<file path="config.mk">
export PLATFORM = sky130hd
export DESIGN_NAME = move_sequencer_flat
export DESIGN_NICKNAME = d
export VERILOG_FILES = /design/src/rtl/move_sequencer_if.sv /design/src/rtl/move_sequencer.sv /design/src/flat_wrapper.sv
export SDC_FILE = /design/constraint.sdc
export NUM_CORES = 1
export LEC_CHECK = 0
export ABC_AREA = 1
export CAP_MARGIN = 25
export CORE_UTILIZATION = 51
export CTS_CLUSTER_DIAMETER = 80
export DETAILED_ROUTE_END_ITERATION = 7
export PLACE_DENSITY = 0.8
export SYNTH_ARGS = -nofsm -noshare
export SYNTH_HDL_FRONTEND = slang
export SYNTH_SLANG_ARGS = --single-unit
</file>
<file path="constraint.sdc">
create_clock -name clk -period 3.5 [get_ports clk]
set_input_delay 0.35 -clock clk [delete_from_list [all_inputs] [get_ports clk]]
set_output_delay 0.35 -clock clk [all_outputs]
set_load 0.05 [all_outputs]
</file>
<file path="src/rtl/move_sequencer_if.sv">
// Bus-side bundle of the move sequencer: control inputs, instruction data, ack,
// one-hot unit enables, status flags and move count. master = sequencer, slave = bus/units.
interface move_sequencer_if #(
   parameter int DATA_WIDTH = 8,
   parameter int UNIT_NUM   = 16,
   parameter int CNT_WIDTH  = 16
);
   logic                  i_start;
   logic [DATA_WIDTH-1:0] i_ins;
   logic                  i_ack;
   logic                  i_resume;
   logic [UNIT_NUM-1:0]   o_unit_oen;
   logic [UNIT_NUM-1:0]   o_unit_ien;
   logic                  o_busy;
   logic                  o_halt;
   logic                  o_err;
   logic [CNT_WIDTH-1:0]  o_move_cnt;

   modport master (
      input  i_start, i_ins, i_ack, i_resume,
      output o_unit_oen, o_unit_ien, o_busy, o_halt, o_err, o_move_cnt
   );

   modport slave (
      output i_start, i_ins, i_ack, i_resume,
      input  o_unit_oen, o_unit_ien, o_busy, o_halt, o_err, o_move_cnt
   );
endinterface

</file>
<file path="src/rtl/move_sequencer.sv">
// Move-instruction sequencer: fetches src/tgt select pairs and drives one-hot unit enables.
// Ports: clk, rst_n (async, active low), bus (move_sequencer_if.master).
module move_sequencer #(
   parameter int DATA_WIDTH = 8,
   parameter int SEL_WIDTH  = 4,
   parameter int UNIT_NUM   = 16,
   parameter int SEL_IR     = 0,
   parameter int SEL_INS_PC = 11,
   parameter int SEL_NULL   = 15,
   parameter int TIMEOUT    = 16,
   parameter int CNT_WIDTH  = 16
) (
   input  logic            clk,
   input  logic            rst_n,
   move_sequencer_if.master bus
);

   localparam int WW = (TIMEOUT > 0) ? $clog2(TIMEOUT + 1) : 1;

   typedef enum logic [2:0] {
      S_IDLE,
      S_FETCH,
      S_EXEC,
      S_HALT,
      S_ERROR
   } state_t;

   state_t                state;
   state_t                nxt_state;
   logic [DATA_WIDTH-1:0] ir;
   logic [DATA_WIDTH-1:0] nxt_ir;
   logic [WW-1:0]         wcnt;
   logic [WW-1:0]         nxt_wcnt;
   logic                  cnt_inc;
   logic                  timeout_hit;
   logic [UNIT_NUM-1:0]   nxt_oen;
   logic [UNIT_NUM-1:0]   nxt_ien;

   function automatic logic [SEL_WIDTH-1:0] src_of(input logic [DATA_WIDTH-1:0] v);
      return v[2*SEL_WIDTH-1:SEL_WIDTH];
   endfunction

   function automatic logic [SEL_WIDTH-1:0] tgt_of(input logic [DATA_WIDTH-1:0] v);
      return v[SEL_WIDTH-1:0];
   endfunction

   // Null or out-of-range codes decode to no enable at all.
   function automatic logic [UNIT_NUM-1:0] dec(input logic [SEL_WIDTH-1:0] code);
      logic [UNIT_NUM-1:0] r;
      r = '0;
      for (int k = 0; k < UNIT_NUM; k++) begin
         if (k == int'(code) && int'(code) != SEL_NULL) r[k] = 1'b1;
      end
      return r;
   endfunction

   function automatic logic is_halt(input logic [DATA_WIDTH-1:0] v);
      return int'(src_of(v)) == SEL_NULL;
   endfunction

   function automatic logic is_bad(input logic [DATA_WIDTH-1:0] v);
      logic s_bad;
      logic t_bad;
      s_bad = int'(src_of(v)) >= UNIT_NUM;
      t_bad = int'(tgt_of(v)) != SEL_NULL && int'(tgt_of(v)) >= UNIT_NUM;
      return !is_halt(v) && (s_bad || t_bad);
   endfunction

   // Fires in the last allowed no-ack cycle; a same-cycle ack still wins.
   assign timeout_hit = (TIMEOUT > 0) && (int'(wcnt) == TIMEOUT - 1);

   always_comb begin
      nxt_state = state;
      nxt_ir    = ir;
      nxt_wcnt  = wcnt;
      cnt_inc   = 1'b0;
      unique case (state)
         S_IDLE: begin
            if (bus.i_start) nxt_state = S_FETCH;
         end
         S_FETCH: begin
            if (bus.i_ack) begin
               nxt_ir    = bus.i_ins;
               nxt_state = S_EXEC;
            end else if (timeout_hit) begin
               nxt_state = S_ERROR;
            end else begin
               nxt_wcnt = wcnt + WW'(1);
            end
         end
         S_EXEC: begin
            if (is_halt(ir)) begin
               nxt_state = S_HALT;
            end else if (is_bad(ir)) begin
               nxt_state = S_ERROR;
            end else if (bus.i_ack) begin
               cnt_inc  = 1'b1;
               nxt_wcnt = '0;
               if (int'(tgt_of(ir)) == SEL_IR) nxt_ir = bus.i_ins;
               else nxt_state = S_FETCH;
            end else if (timeout_hit) begin
               nxt_state = S_ERROR;
            end else begin
               nxt_wcnt = wcnt + WW'(1);
            end
         end
         S_HALT, S_ERROR: begin
            if (bus.i_resume) nxt_state = S_FETCH;
         end
         default: nxt_state = S_IDLE;
      endcase
      if (nxt_state != state) nxt_wcnt = '0;
   end

   // Enables are registered from the next state/ir so they line up with the state register.
   always_comb begin
      nxt_oen = '0;
      nxt_ien = '0;
      if (nxt_state == S_FETCH) begin
         nxt_oen = dec(SEL_WIDTH'(SEL_INS_PC));
         nxt_ien = dec(SEL_WIDTH'(SEL_IR));
      end else if (nxt_state == S_EXEC && !is_halt(nxt_ir) && !is_bad(nxt_ir)) begin
         nxt_oen = dec(src_of(nxt_ir));
         nxt_ien = dec(tgt_of(nxt_ir));
      end
   end

   always_ff @(posedge clk or negedge rst_n) begin
      if (!rst_n) begin
         state          <= S_IDLE;
         ir             <= '0;
         wcnt           <= '0;
         bus.o_unit_oen <= '0;
         bus.o_unit_ien <= '0;
         bus.o_busy     <= 1'b0;
         bus.o_halt     <= 1'b0;
         bus.o_err      <= 1'b0;
         bus.o_move_cnt <= '0;
      end else begin
         state          <= nxt_state;
         ir             <= nxt_ir;
         wcnt           <= nxt_wcnt;
         bus.o_unit_oen <= nxt_oen;
         bus.o_unit_ien <= nxt_ien;
         bus.o_busy     <= (nxt_state == S_FETCH) || (nxt_state == S_EXEC);
         bus.o_halt     <= nxt_state == S_HALT;
         bus.o_err      <= nxt_state == S_ERROR;
         bus.o_move_cnt <= bus.o_move_cnt + CNT_WIDTH'(cnt_inc);
      end
   end

endmodule

</file>
<file path="src/flat_wrapper.sv">
// flat-port wrapper written by rule: the top's interface ports become plain ports
module move_sequencer_flat 
#(
   parameter int DATA_WIDTH = 8,
   parameter int SEL_WIDTH  = 4,
   parameter int UNIT_NUM   = 16,
   parameter int SEL_IR     = 0,
   parameter int SEL_INS_PC = 11,
   parameter int SEL_NULL   = 15,
   parameter int TIMEOUT    = 16,
   parameter int CNT_WIDTH  = 16
)
  (clk, rst_n, bus_i_start, bus_i_ins, bus_i_ack, bus_i_resume, bus_o_unit_oen, bus_o_unit_ien, bus_o_busy, bus_o_halt, bus_o_err, bus_o_move_cnt);
  move_sequencer_if #(.DATA_WIDTH(DATA_WIDTH), .UNIT_NUM(UNIT_NUM), .CNT_WIDTH(CNT_WIDTH)) bus_i ();
  input  logic clk;
  input  logic rst_n;
  input wire logic [$bits(bus_i.i_start)-1:0] bus_i_start;
  input wire logic [$bits(bus_i.i_ins)-1:0] bus_i_ins;
  input wire logic [$bits(bus_i.i_ack)-1:0] bus_i_ack;
  input wire logic [$bits(bus_i.i_resume)-1:0] bus_i_resume;
  output wire logic [$bits(bus_i.o_unit_oen)-1:0] bus_o_unit_oen;
  output wire logic [$bits(bus_i.o_unit_ien)-1:0] bus_o_unit_ien;
  output wire logic [$bits(bus_i.o_busy)-1:0] bus_o_busy;
  output wire logic [$bits(bus_i.o_halt)-1:0] bus_o_halt;
  output wire logic [$bits(bus_i.o_err)-1:0] bus_o_err;
  output wire logic [$bits(bus_i.o_move_cnt)-1:0] bus_o_move_cnt;
  assign bus_i.i_start = bus_i_start;
  assign bus_i.i_ins = bus_i_ins;
  assign bus_i.i_ack = bus_i_ack;
  assign bus_i.i_resume = bus_i_resume;
  assign bus_o_unit_oen = bus_i.o_unit_oen;
  assign bus_o_unit_ien = bus_i.o_unit_ien;
  assign bus_o_busy = bus_i.o_busy;
  assign bus_o_halt = bus_i.o_halt;
  assign bus_o_err = bus_i.o_err;
  assign bus_o_move_cnt = bus_i.o_move_cnt;
  move_sequencer #(.DATA_WIDTH(DATA_WIDTH), .SEL_WIDTH(SEL_WIDTH), .UNIT_NUM(UNIT_NUM), .SEL_IR(SEL_IR), .SEL_INS_PC(SEL_INS_PC), .SEL_NULL(SEL_NULL), .TIMEOUT(TIMEOUT), .CNT_WIDTH(CNT_WIDTH)) u_core (.clk(clk), .rst_n(rst_n), .bus(bus_i));
endmodule
</file>
# Yosys cells after proc, flatten, opt, wreduce, memory -nomap -nowiden
# Cells that the tools add are included.
# totals
register_bits,67
output_inout_bits,51
word_cells,157
# classes
n_addsub,2
eq_ne,46
n_mux,58
reduce_logical,42
# ops
operator,n
$eq 4x4->1 const A,16
$mux 16,4
$mux 1,35
$logic_and 1x1->1,33
$eq 3x4->1 const A,8
$mux 8,4
$mux 5,5
$mux 3,7
$add 16x1->16,1
$eq 2x4->1 const A,4
$pmux 8 s2,1
$eq 3x2->1 const B,4
$logic_not 4->1,3
$pmux 3 s4,1
$pmux 5 s2,1
$eq 1x4->1 const A,2
$eq 4x1->1 const B,2
$ne 4x1->1 const B,2
$eq 3x1->1 const B,2
$eq 3x3->1 const B,2
$add 5x1->5 const B,1
$eq 5x5->1 const B,1
$logic_not 3->1,1
$ne 3x2->1 const B,1
other kinds (7),7

# Depth between registers and ports, before layout
# depth
word_depth,10
ltp_mapped,16
mapped_depth_nobuf,14

# Worst setup path after synthesis
# No wires, ideal clock.
# synth_path
kind,reg-to-reg
startpoint,register u_core.state[1]
endpoint,register u_core.bus.o_move_cnt[14]
setup_time_ps,141
arrival_ps,2611
required_ps,3359
setup_slack_ps,748
stages_incl_launch_ff,17
path_buffers,2
synth_period_minus_slack_ps,2752
path_cell_list,dfrtp_1 buf_4 inv_1 nand4_4 clkinv_2 nor2_4 nand2_2 buf_4 nor2_1 ha_1 ha_1 nand3_1 nor3_1 nand4_1 nor2_1 nand3_1 xnor2_1
# synth_between
elab_chain_cells,3
# synth_rtl
item,line,source
from (decl),move_sequencer.sv:28,state_t state;
from (signal assigned),move_sequencer.sv:140,state <= nxt_state;
$eq 3x2->1,move_sequencer.sv:77,unique case (state)
$mux 1,move_sequencer.sv:77,
$add 16x1->16,move_sequencer.sv:148,bus.o_move_cnt <= bus.o_move_cnt + CNT_WIDTH'(cnt_inc);
to (signal assigned),move_sequencer.sv:148,
to (decl),move_sequencer_if.sv:21,"output o_unit_oen, o_unit_ien, o_busy, o_halt, o_err, o_move_cnt"
# No other way between the ends.
# A chain may end at the register's enable or synchronous reset.

# Final worst setup path
# Same ends and word-level chain as after synthesis.

==> impl_metrics.toml <==
[status]
outcome = "complete, no violations"

[die]
die_h_um = 80.07
die_area_sq_um = 6410
coreArea_sq_um = 5886
rows = 28
dieWidth_um = 80.07
io_pins = 64
start_util = 0.5281

[cells_and_area]
final_common_cell = "dfrtp_1"
antenna_cells = 0
nNetsFinal = 421
filler_cell_count = 469
seq_area_sq_um = 1627
area_delta_synth_final_pct = 30.80
layout_common_cells = "65 x dfrtp_1, 60 x clkdlybuf4s50_1, 50 x nor2_1"
drive_above_1_share = 0.1902
multiInputGateArea_sq_um = 1290

[global_routing]
grt_max_degree = 50
grt_pass1_vias = 2430
grt_pass1_wl_um = 11220
grtUsageTotal = 0.2371
overflow = 0
antenna_found_initial = 0

[timing]
setup_viol = 0
skew_ns = 0.01004
fin_crit_sh = 0.8604
postLayoutSetupSlackWorst_ns = 0.4887
hold_ws_ns = 0.3764
hold_viol = 0
slew_viol_final = 0
relSlewSlack = 0.6533
period_needed_ns = 3.011
clock.fmax_ghz = 0.3321
worst_pin_slew_ns = 0.5184
rsz0062_at_grt = "false"
finalSetupTns_ns = 0

[clocking]
clkSlewWorstSetupHoldPaths_ns = 0.07
cts_setup_buffers = 0
cts_buffers = 9
postCtsResizedCells = 0
clockBufferDepth = 2
root_buffer = "clkbuf_8"
hold_buffers = 0
cts_tree = "built"
clock_latency_ns = 0.34
cts_num_sinks = 65
htree_levels = 3

[power_and_ir_drop]
power.density_nw_per_um2 = 718.1
max-vdd-ir-drop_mv = 0.5199
leakagePower_nw = 1.934

[worst_setup_path]
start_kind = "flip-flop"
worst_setup_path_end_kind = "flip-flop"
critical_path_required_ns = 3.73
crit_path_start = "u_core.state[1]$_DFF_PN0_"
path_class = "flip-flop to flip-flop"
crit_fanout = 10
cp.arrival_ns = 3.24
worstReg2RegStart = "u_core.state[1]$_DFF_PN0_"
r2r_cells = 14

[route]
routed-wl-met3_um = 243
wl_met2_um = 3483
drc = 0
firstDrtPassIters = 4
top_layer_used = "met4"
met1_length_um = 2865
drt_iter0_drc = 140
route.antenna.remaining_nets = 0
num_vias = 2473
via_per_inst = 5.099
routed_wirelength_um = 6749
routedWlPerCell_um = 13.92

[synthesis]
yosys_warnings = 0
synthTopCellsByArea = "dfrtp_1 52%, nor2_1 6.0%, nand2_1 5.3%"
synth.distinct_cells = 35
syn_avg_cell_area_sq_um = 9.333
syn_inst = 333
syn_area_sq_um = 3108
ys_ff_latch = 65
synth_top_area_frac = 0.5233
synth-seq-area-share = 0.5233
synth.largest_area_cell = "dfrtp_1"

[placement]
pre_cts_ws_ns = 0.2261
place.gp.congestion = 0.8503
portBuffers = 61
dp_hpwl_um = 4801

[flow_run]
drv_cap = 0

[min_path]
hp-class = "input pin to asynchronous set/reset pin"
[metrics by stage]
stage	instances	instance area, sq um	total power, mW	util
after floorplan	334	3112	1.839	-
after global placement	467	3791	2.108	0.6441
after detailed placement	467	3791	2.133	0.6441
after CTS	483	4035	2.925	0.6856
after global routing	485	4065	3.094	0.6907
final	485	4065	2.919	0.6907
[state kept, by name, indices dropped and copies added (netlist names)]
| register | count |
|---|---|
| u_core.ir | 8 |
| u_core.bus.o_move_cnt | 16 |
| u_core.bus.o_unit_oen | 15 |
| u_core.bus.o_err | 1 |
| u_core.wcnt | 5 |
| u_core.bus.o_unit_ien | 15 |
| u_core.state | 3 |
| u_core.bus.o_halt | 1 |
| u_core.bus.o_busy | 1 |
[worst max-delay path, cell delays in order (launching register included)]
cell and delay (ns):
dfrtp_1 0.59, inv_1 0.16, nand4_4 0.16, clkinv_2 0.15
nor2_4 0.19, nand2_2 0.07, nor2_1 0.10, ha_1 0.19
ha_1 0.19, nand3_1 0.13, nor3_1 0.31, nand4_1 0.19
nor2_1 0.20, nand3_1 0.12, xnor2_1 0.14
[per-layer routing]
layer	vias to the layer above	GRT usage
met4	0	0.09107
met3	13	0.06250
met1	1190	0.2899
met2	66	0.4000
li1	1204	-
met5	-	0
[report_power, final]
part	internal [mW]	switching (mW)	total (mW)	leakage, nW
Combinational	0.353	0.839	1.19	0.942
Clock	0.492	0.288	0.779	0.120
Sequential	0.857	0.0904	0.948	0.872
Total	1.70	1.22	2.92	1.93
[final timing paths]
kind | to | slack, ns
min in group clk | u_core.bus.o_move_cnt[15]$_DFF_PN0_ | 0.50
worst min-delay path | u_core.bus.o_err$_DFF_PN0_ | 0.38
worst max register to register | u_core.bus.o_move_cnt[14]$_DFF_PN0_ | 0.49
worst max-delay path | u_core.bus.o_move_cnt[14]$_DFF_PN0_ | 0.49
max in group asynchronous | u_core.bus.o_unit_ien[5]$_DFF_PN0_ | 2.34
worst min register to register | u_core.bus.o_move_cnt[15]$_DFF_PN0_ | 0.50
[cell families after synthesis]
logic type,synth area share
simple gates,0.3144
other cells,0.001207
xor+xnor,0.04509
fa+ha+maj,0.01208
compound gates,0.04107
buf+inv,0.06280
flops,0.5233
[synthesized netlist by cell type]
master and n:
inv_1 31, a21oi_1 5, a22oi_1 1, a21oi_2 1, buf_2 1, xnor2_1 6
dfrtp_1 65, conb_1 1, a31oi_1 1, nor2_2 16, and2_1 1, o21ai_2 1
nand2_2 13, o21ai_0 4, nand2_1 44, nand3_2 5, nor2_4 4, o21ai_1 2
nor2_8 1, nand3_4 1, a21oi_4 1, o32ai_1 2, ha_1 3, nand4_4 1
xor2_1 10, nor3_1 5, nand3_1 24, nand4_1 13, buf_4 4, nand2_4 5
clkinv_2 1, nor2_1 50, o31ai_1 1, inv_2 7, inv_4 2
[layout make-up]
cell class              count  share of cell area
repair buffers             65              0.1600
well taps                  75             0.02308
clock inverters             5             0.02524
clock buffers              11             0.03478
inverters                  41             0.03940
flip-flops and latches     65              0.4001
multi-input cells         223              0.3173
Power figures use the tool's default switching activity.
